<file path="config.mk">
export PLATFORM = sky130hd
export DESIGN_NAME = axi4_switch_demux_flat
export DESIGN_NICKNAME = d
export VERILOG_FILES = /design/src/rtl/axi4_switch_demux_if.sv /design/src/rtl/axi4_switch_demux.sv /design/src/flat_wrapper.sv
export SDC_FILE = /design/constraint.sdc
export NUM_CORES = 2
export LEC_CHECK = 0
export BUFFER_PORTS_ARGS = -buffer_cell sky130_fd_sc_hd__clkbuf_2
export CAP_MARGIN = 20
export CORE_AREA = 4 4 725 727
export CTS_CLUSTER_DIAMETER = 60
export DETAILED_ROUTE_END_ITERATION = 10
export DIE_AREA = 0 0 729 731
export SYNTH_ARGS = -nofsm -noshare
export SYNTH_HDL_FRONTEND = slang
export SYNTH_SLANG_ARGS = --single-unit
</file>
<file path="constraint.sdc">
create_clock -name clk -period 37.1 [get_ports clk]
set_input_delay 3.71 -clock clk [delete_from_list [all_inputs] [get_ports clk]]
set_output_delay 3.71 -clock clk [all_outputs]
set_load 0.02 [all_outputs]
</file>
<file path="src/rtl/axi4_switch_demux_if.sv">
// Stream bundle for the 1:2 demux: one slave input stream, two master output streams.
// The slave modport is the demux's view; master is the view of the surrounding fabric.
interface axi4_switch_demux_if #(
    parameter int TDATA_L = 512,
    parameter int TUSER_L = 81,
    parameter int TKEEP_L = 16
);
    logic [TDATA_L-1:0] axi_s0_tdata_i;
    logic [TUSER_L-1:0] axi_s0_tuser_i;
    logic               axi_s0_tlast_i;
    logic [TKEEP_L-1:0] axi_s0_tkeep_i;
    logic               axi_s0_tvalid_i;
    logic               axi_s0_tready_o;

    logic [TDATA_L-1:0] axi_m0_tdata_o;
    logic [TUSER_L-1:0] axi_m0_tuser_o;
    logic               axi_m0_tlast_o;
    logic [TKEEP_L-1:0] axi_m0_tkeep_o;
    logic               axi_m0_tvalid_o;
    logic               axi_m0_tready_i;

    logic [TDATA_L-1:0] axi_m1_tdata_o;
    logic [TUSER_L-1:0] axi_m1_tuser_o;
    logic               axi_m1_tlast_o;
    logic [TKEEP_L-1:0] axi_m1_tkeep_o;
    logic               axi_m1_tvalid_o;
    logic               axi_m1_tready_i;

    modport slave (
        input  axi_s0_tdata_i, axi_s0_tuser_i, axi_s0_tlast_i, axi_s0_tkeep_i, axi_s0_tvalid_i,
        output axi_s0_tready_o,
        output axi_m0_tdata_o, axi_m0_tuser_o, axi_m0_tlast_o, axi_m0_tkeep_o, axi_m0_tvalid_o,
        input  axi_m0_tready_i,
        output axi_m1_tdata_o, axi_m1_tuser_o, axi_m1_tlast_o, axi_m1_tkeep_o, axi_m1_tvalid_o,
        input  axi_m1_tready_i
    );

    modport master (
        output axi_s0_tdata_i, axi_s0_tuser_i, axi_s0_tlast_i, axi_s0_tkeep_i, axi_s0_tvalid_i,
        input  axi_s0_tready_o,
        input  axi_m0_tdata_o, axi_m0_tuser_o, axi_m0_tlast_o, axi_m0_tkeep_o, axi_m0_tvalid_o,
        output axi_m0_tready_i,
        input  axi_m1_tdata_o, axi_m1_tuser_o, axi_m1_tlast_o, axi_m1_tkeep_o, axi_m1_tvalid_o,
        output axi_m1_tready_i
    );
endinterface

</file>
<file path="src/rtl/axi4_switch_demux.sv">
// Two-entry FIFO used as the registered output stage of each demux port.
// Latency: 1 cycle push to head. Backpressure: full flag only; caller never pushes when full.
module axi4_switch_demux_fifo2 #(
    parameter int W = 8
) (
    input  logic         clk,
    input  logic         rst_n,
    input  logic         push,
    input  logic [W-1:0] push_dat,
    input  logic         pop,
    output logic [W-1:0] head_dat,
    output logic         vld,
    output logic         full
);
    logic [W-1:0] mem [2];
    logic         wr_ptr;
    logic         rd_ptr;
    logic [1:0]   count;

    always_ff @(posedge clk) begin
        if (push) mem[wr_ptr] <= push_dat;
    end

    always_ff @(posedge clk) begin
        if (!rst_n) begin
            wr_ptr <= 1'b0;
            rd_ptr <= 1'b0;
            count  <= 2'd0;
        end else begin
            if (push) wr_ptr <= ~wr_ptr;
            if (pop)  rd_ptr <= ~rd_ptr;
            case ({push, pop})
                2'b10:   count <= count + 2'd1;
                2'b01:   count <= count - 2'd1;
                default: count <= count;
            endcase
        end
    end

    assign head_dat = mem[rd_ptr];
    assign vld      = (count != 2'd0);
    assign full     = (count == 2'd2);
endmodule

// 1:2 AXI4-Stream packet demux steering whole packets by a tuser route bit; drops to suppressed ports.
// Latency: 1 cycle input handshake to output valid; full rate with both outputs ready.
// Backpressure: input tready follows only the target FIFO's fullness; dropped beats are always accepted.
module axi4_switch_demux #(
    parameter int TDATA_L    = 512,
    parameter int TUSER_L    = 81,
    parameter int TKEEP_L    = 16,
    parameter int ROUTE_BIT  = 0,
    parameter int DROP_CNT_W = 16
) (
    input  logic                  clk,
    input  logic                  rst_n,
    input  logic [1:0]            m_dest_supress,
    axi4_switch_demux_if.slave    axis,
    output logic [DROP_CNT_W-1:0] drop_cnt_o
);
    typedef struct packed {
        logic [TDATA_L-1:0] tdata;
        logic [TUSER_L-1:0] tuser;
        logic [TKEEP_L-1:0] tkeep;
        logic               tlast;
    } beat_t;

    localparam int BEAT_W = $bits(beat_t);

    typedef enum logic [1:0] {IDLE, FWD, DROP} state_t;

    state_t                state_q, state_d;
    logic                  dest_q, dest_d;
    logic                  route;
    logic                  in_rdy;
    logic                  fire;
    logic                  cnt_inc;
    logic [1:0]            push;
    logic [1:0]            pop;
    logic [1:0]            full;
    logic [1:0]            out_vld;
    beat_t                 in_beat;
    beat_t                 m0_beat, m1_beat;
    logic [DROP_CNT_W-1:0] drop_cnt;

    assign in_beat = '{tdata: axis.axi_s0_tdata_i,
                       tuser: axis.axi_s0_tuser_i,
                       tkeep: axis.axi_s0_tkeep_i,
                       tlast: axis.axi_s0_tlast_i};
    assign route   = axis.axi_s0_tuser_i[ROUTE_BIT];

    always_comb begin
        state_d = state_q;
        dest_d  = dest_q;
        in_rdy  = 1'b0;
        push    = 2'b00;
        cnt_inc = 1'b0;

        case (state_q)
            IDLE:    in_rdy = m_dest_supress[route] | ~full[route];
            FWD:     in_rdy = ~full[dest_q];
            DROP:    in_rdy = 1'b1;
            default: in_rdy = 1'b0;
        endcase

        // Held in reset the input is never ready, so no beat can slip into a FIFO.
        fire = axis.axi_s0_tvalid_i & in_rdy & rst_n;

        if (fire) begin
            case (state_q)
                IDLE: begin
                    if (m_dest_supress[route]) begin
                        if (in_beat.tlast) cnt_inc = 1'b1;
                        else               state_d = DROP;
                    end else begin
                        push[route] = 1'b1;
                        dest_d      = route;
                        if (!in_beat.tlast) state_d = FWD;
                    end
                end
                FWD: begin
                    push[dest_q] = 1'b1;
                    if (in_beat.tlast) state_d = IDLE;
                end
                DROP: begin
                    if (in_beat.tlast) begin
                        cnt_inc = 1'b1;
                        state_d = IDLE;
                    end
                end
                default: state_d = IDLE;
            endcase
        end
    end

    always_ff @(posedge clk) begin
        if (!rst_n) begin
            state_q <= IDLE;
            dest_q  <= 1'b0;
        end else begin
            state_q <= state_d;
            dest_q  <= dest_d;
        end
    end

    always_ff @(posedge clk) begin
        if (!rst_n)
            drop_cnt <= '0;
        else if (cnt_inc && (drop_cnt != {DROP_CNT_W{1'b1}}))
            drop_cnt <= drop_cnt + DROP_CNT_W'(1);
    end

    assign pop[0] = out_vld[0] & axis.axi_m0_tready_i;
    assign pop[1] = out_vld[1] & axis.axi_m1_tready_i;

    axi4_switch_demux_fifo2 #(.W(BEAT_W)) u_fifo_m0 (
        .clk      (clk),
        .rst_n    (rst_n),
        .push     (push[0]),
        .push_dat (in_beat),
        .pop      (pop[0]),
        .head_dat (m0_beat),
        .vld      (out_vld[0]),
        .full     (full[0])
    );

    axi4_switch_demux_fifo2 #(.W(BEAT_W)) u_fifo_m1 (
        .clk      (clk),
        .rst_n    (rst_n),
        .push     (push[1]),
        .push_dat (in_beat),
        .pop      (pop[1]),
        .head_dat (m1_beat),
        .vld      (out_vld[1]),
        .full     (full[1])
    );

    assign axis.axi_s0_tready_o = in_rdy & rst_n;

    assign axis.axi_m0_tdata_o  = m0_beat.tdata;
    assign axis.axi_m0_tuser_o  = m0_beat.tuser;
    assign axis.axi_m0_tkeep_o  = m0_beat.tkeep;
    assign axis.axi_m0_tlast_o  = m0_beat.tlast;
    assign axis.axi_m0_tvalid_o = out_vld[0];

    assign axis.axi_m1_tdata_o  = m1_beat.tdata;
    assign axis.axi_m1_tuser_o  = m1_beat.tuser;
    assign axis.axi_m1_tkeep_o  = m1_beat.tkeep;
    assign axis.axi_m1_tlast_o  = m1_beat.tlast;
    assign axis.axi_m1_tvalid_o = out_vld[1];

    assign drop_cnt_o = drop_cnt;
endmodule

</file>
<file path="src/flat_wrapper.sv">
// flat-port wrapper written by rule: the top's interface ports become plain ports
module axi4_switch_demux_flat 
#(
    parameter int TDATA_L    = 512,
    parameter int TUSER_L    = 81,
    parameter int TKEEP_L    = 16,
    parameter int ROUTE_BIT  = 0,
    parameter int DROP_CNT_W = 16
)
  (clk, rst_n, m_dest_supress, drop_cnt_o, axis_axi_s0_tdata_i, axis_axi_s0_tuser_i, axis_axi_s0_tlast_i, axis_axi_s0_tkeep_i, axis_axi_s0_tvalid_i, axis_axi_s0_tready_o, axis_axi_m0_tdata_o, axis_axi_m0_tuser_o, axis_axi_m0_tlast_o, axis_axi_m0_tkeep_o, axis_axi_m0_tvalid_o, axis_axi_m0_tready_i, axis_axi_m1_tdata_o, axis_axi_m1_tuser_o, axis_axi_m1_tlast_o, axis_axi_m1_tkeep_o, axis_axi_m1_tvalid_o, axis_axi_m1_tready_i);
  axi4_switch_demux_if #(.TDATA_L(TDATA_L), .TUSER_L(TUSER_L), .TKEEP_L(TKEEP_L)) axis_i ();
  input  logic clk;
  input  logic rst_n;
  input  logic [1:0] m_dest_supress;
  output logic [DROP_CNT_W-1:0] drop_cnt_o;
  input wire logic [$bits(axis_i.axi_s0_tdata_i)-1:0] axis_axi_s0_tdata_i;
  input wire logic [$bits(axis_i.axi_s0_tuser_i)-1:0] axis_axi_s0_tuser_i;
  input wire logic [$bits(axis_i.axi_s0_tlast_i)-1:0] axis_axi_s0_tlast_i;
  input wire logic [$bits(axis_i.axi_s0_tkeep_i)-1:0] axis_axi_s0_tkeep_i;
  input wire logic [$bits(axis_i.axi_s0_tvalid_i)-1:0] axis_axi_s0_tvalid_i;
  output wire logic [$bits(axis_i.axi_s0_tready_o)-1:0] axis_axi_s0_tready_o;
  output wire logic [$bits(axis_i.axi_m0_tdata_o)-1:0] axis_axi_m0_tdata_o;
  output wire logic [$bits(axis_i.axi_m0_tuser_o)-1:0] axis_axi_m0_tuser_o;
  output wire logic [$bits(axis_i.axi_m0_tlast_o)-1:0] axis_axi_m0_tlast_o;
  output wire logic [$bits(axis_i.axi_m0_tkeep_o)-1:0] axis_axi_m0_tkeep_o;
  output wire logic [$bits(axis_i.axi_m0_tvalid_o)-1:0] axis_axi_m0_tvalid_o;
  input wire logic [$bits(axis_i.axi_m0_tready_i)-1:0] axis_axi_m0_tready_i;
  output wire logic [$bits(axis_i.axi_m1_tdata_o)-1:0] axis_axi_m1_tdata_o;
  output wire logic [$bits(axis_i.axi_m1_tuser_o)-1:0] axis_axi_m1_tuser_o;
  output wire logic [$bits(axis_i.axi_m1_tlast_o)-1:0] axis_axi_m1_tlast_o;
  output wire logic [$bits(axis_i.axi_m1_tkeep_o)-1:0] axis_axi_m1_tkeep_o;
  output wire logic [$bits(axis_i.axi_m1_tvalid_o)-1:0] axis_axi_m1_tvalid_o;
  input wire logic [$bits(axis_i.axi_m1_tready_i)-1:0] axis_axi_m1_tready_i;
  assign axis_i.axi_s0_tdata_i = axis_axi_s0_tdata_i;
  assign axis_i.axi_s0_tuser_i = axis_axi_s0_tuser_i;
  assign axis_i.axi_s0_tlast_i = axis_axi_s0_tlast_i;
  assign axis_i.axi_s0_tkeep_i = axis_axi_s0_tkeep_i;
  assign axis_i.axi_s0_tvalid_i = axis_axi_s0_tvalid_i;
  assign axis_axi_s0_tready_o = axis_i.axi_s0_tready_o;
  assign axis_axi_m0_tdata_o = axis_i.axi_m0_tdata_o;
  assign axis_axi_m0_tuser_o = axis_i.axi_m0_tuser_o;
  assign axis_axi_m0_tlast_o = axis_i.axi_m0_tlast_o;
  assign axis_axi_m0_tkeep_o = axis_i.axi_m0_tkeep_o;
  assign axis_axi_m0_tvalid_o = axis_i.axi_m0_tvalid_o;
  assign axis_i.axi_m0_tready_i = axis_axi_m0_tready_i;
  assign axis_axi_m1_tdata_o = axis_i.axi_m1_tdata_o;
  assign axis_axi_m1_tuser_o = axis_i.axi_m1_tuser_o;
  assign axis_axi_m1_tlast_o = axis_i.axi_m1_tlast_o;
  assign axis_axi_m1_tkeep_o = axis_i.axi_m1_tkeep_o;
  assign axis_axi_m1_tvalid_o = axis_i.axi_m1_tvalid_o;
  assign axis_i.axi_m1_tready_i = axis_axi_m1_tready_i;
  axi4_switch_demux #(.TDATA_L(TDATA_L), .TUSER_L(TUSER_L), .TKEEP_L(TKEEP_L), .ROUTE_BIT(ROUTE_BIT), .DROP_CNT_W(DROP_CNT_W)) u_core (.clk(clk), .rst_n(rst_n), .m_dest_supress(m_dest_supress), .axis(axis_i), .drop_cnt_o(drop_cnt_o));
endmodule
</file>
==> results.yml <==
synth:
  synthArstFlopShare_pct: 0
  muxShareOfSynthArea_pct: 15.5
  synth_top_family_by_area: "multiplexers"
  synth-edff-count: 2440
  yosys-top-cells-count: "edfxtp_1, mux2_2, clkbuf_1"
  synth_ff_type: "edfxtp_1"
  synth-xor-area-share_pct: 0.0983
  synth-seq-area-share_pct: 82.9
  synth_compound_area_share_pct: 0.240
  synth_simple_gate_area_share_pct: 0.468
  yosys.area.top_type: "edfxtp_1"
  ys_top_cells_by_area: "edfxtp_1, mux2_2, dfxtp_1"
  yosys_register_bits: 2469
  synth.most_common_cell: "edfxtp_1"
  synth_cells: 3978
  ys_warn_count: 0
  ys_types: 46
  synth_area_sq_um: 89100
  synth_nets: 4602
  synth_fa_ha_area_share_pct: 0.0983
  syn_avg_cell_area_sq_um: 22.4
  synth_top_area_share_pct: 82.2
die:
  dieArea_sq_um: 533000
  core_sq_um: 520000
  io_pins: 1856
  num_rows: 265
  die_y_microns: 731
  initial_core_util_pct: 17.2
  die_x_microns: 729
timing:
  fin_skew_ps: 64.8
  clock.fmax_mhz: 104
  slew_viol_final: 0
  slew_headroom_pct: 30.8
  finalCritPeriodShare_pct: 25.9
  hold_slack_ps: 492
  rsz0062_at_grt: "no"
  fin_crit_ps: 9600
  hold_viol_final: 0
  finalSetupViolations: 0
  worst-slew-pin-transition_ps: 1040
  finalSetupTns_ps: 0
setup_path:
  crit_family: "buffers and inverters"
  critPathCaptureType: "output pin"
  cp_data_arrival_time_ps: 5890
  cpPeakStageDelay_ps: 780
  cp-endpoint: "axis_axi_m0_tdata_o[240]"
  critical_path_depth: 7
  path_common_cell: "buf_4"
  reg2reg_depth: 13
  start_kind: "flip-flop"
  cpMaxStageDelayCell: "dfxtp_4"
  path_class: "reg -> out"
  required_ps: 33390
  reg2reg_to: "u_core.u_fifo_m1.mem[0][111]"
  crit_buf_inv: 6
  ff2ff_setup_slack_ps: 30640
  cp_cell_sequence: "buf_4, buf_4, buf_4, buf_4, buf_4, mux2_2, clkbuf_2"
  cp_max_fo: 53
  r2r_start: "u_core.state_q[1]"
cells_and_area:
  drive_gt1_share_pct: 56.6
  fin_nets: 6669
  post-route-util_pct: 22.4
  syn2layout_area_growth_pct: 30.7
  fill_cells: 54200
power_and_ir_drop:
  powerDensity_nw_per_um2: 56.3
  ir_drop_v: 0.0000447
  leakage_nw: 39.4
global_routing:
  grt_pass1_wl_mm: 499
  grt_pass1_vias: 47400
  antenna_found_initial: 326
  track_usage_pct: 14.4
  grt_max_degree: 121
  grt_overflow_total: 0
clock_tree:
  post_cts_buffers: 0
  clockRootBuffer: "clkbuf_16"
  cts_tree: "done"
  post_cts_resized: 0
  clock_latency_ps: 940
  ctsHoldBuffers: 0
  cts.clk_slew.worst_paths_ps: 50
  htree_levels: 5
  clock_path_buffers: 4
  cts_made_buffers: 279
  cts.sinks: 2469
drt:
  drc: 0
  final_antenna_net_count: 0
  drtIter0Drc: 4002
  drtPass1Iterations: 5
  drt-vias-per-instance: 3.64
  finalWirelength_mm: 403
  routedWlPerCell_microns: 30.2
  num_vias: 48600
place:
  dp_hpwl_mm: 326
  gp_congestion: 0.899
  numPortBuffers: 1855
hold_path:
  hp-class: "reg -> reg"
  min-delay-start: "u_core.dest_q"
run:
  cap_violations: 0
status:
  outcome: "finished clean"
cell families after synthesis:
logic type,Yosys count
DFF,2469
muxes,1231
buffers and inverters,151
and+or+nand+nor,82
AOI/OAI and AO/OA,28
xor gates and xnor gates,10
adders and majority gates,7
power by group:
part	switching, mW	internal, mW	total (mW)
clock network	1.17	1.53	2.69
registers	0.0166	3.13	3.15
logic	0.480	0.232	0.712
total	1.66	4.89	6.55
tightest hold or removal path, stage by stage, from the launching register on:
cell,delay [ps]
dfxtp_1,320
nand2_1,60
mux2i_1,60
metal layers:
metal | up-vias | share of wire, % | routed length (microns) | track usage, %
met5 | - | 0.32 | 1300 | 0
met4 | 194 | 4.8 | 19500 | 6.62
met3 | 831 | 16 | 63300 | 9.81
met2 | 2582 | 44 | 175000 | 21.6
met1 | 24700 | 36 | 143000 | 15.5
li1 | 20300 | - | - | -
layout by cell type, fill, tap and decap left out, types with 3 or more instances in the layout:
master / instances
clkinv_1: 56
clkbuf_2: 1855
dfxtp_1: 27
diode_2: 137
mux2_2: 1220
nand3_1: 10
and2_1: 3
o21ai_0: 6
nand2_1: 21
nor4_1: 4
or2_2: 3
xnor2_1: 7
nor2_1: 16
a21oi_1: 5
clkbuf_1: 58
clkinv_16: 10
inv_6: 17
nor2_4: 4
inv_1: 10
o31ai_1: 4
or3_1: 3
clkinvlp_4: 8
ha_1: 7
bufinv_16: 15
clkinv_8: 6
o211ai_1: 3
mux2i_1: 10
edfxtp_1: 2440
buf_12: 8
xor2_1: 3
clkinv_2: 33
buf_4: 61
inv_8: 8
clkbuf_16: 282
inv_16: 4
flip-flops by register name, summed over array words and instances, names as in the netlist, named ones only:
| name | cells |
|---|---|
| u_core.dest_q | 1 |
| u_core.drop_cnt_o | 16 |
| u_core.state_q | 2 |
| u_core.u_fifo_m0.count | 2 |
| u_core.u_fifo_m0.mem | 1220 |
| u_core.u_fifo_m0.rd_ptr | 1 |
| u_core.u_fifo_m0.wr_ptr | 1 |
| u_core.u_fifo_m1.count | 2 |
| u_core.u_fifo_m1.mem | 1220 |
| u_core.u_fifo_m1.rd_ptr | 1 |
| u_core.u_fifo_m1.wr_ptr | 1 |
through the flow:
step                cells  power, mW  worst slack (ps)  area, sq um
floorplan            3978       3.65              5940        89100
global route        13300       6.77             27240       116000
detailed placement  12700       3.93             27310       107000
global placement    12700       3.92             26190       107000
CTS                 13200       6.62             27380       116000
finish              13300       6.55             27500       116000
area by class of cell:
cell class                 count  area [sq um]  area share, %
sequential                  2469         73900           63.4
antenna                      137           343          0.294
inverter                      11          41.3         0.0355
timing repair buffer        1926          9940           8.54
clock buffer                 340          7270           6.25
tap                         6942          8690           7.46
multi-input combinational   1358         14700           12.6
clock inverter               158          1620           1.39
how the worst min path moves through the flow:
stage / depth (start not counted) / slack (ps) / endpoint
finish: 2 / 490 / u_core.dest_q
global route: 2 / 510 / u_core.dest_q
CTS: 2 / 490 / u_core.dest_q
floorplan: 1 / 450 / u_core.u_fifo_m0.wr_ptr
global placement: 2 / 470 / u_core.dest_q
detailed placement: 2 / 480 / u_core.dest_q
(Power assumes the default switching activity.)
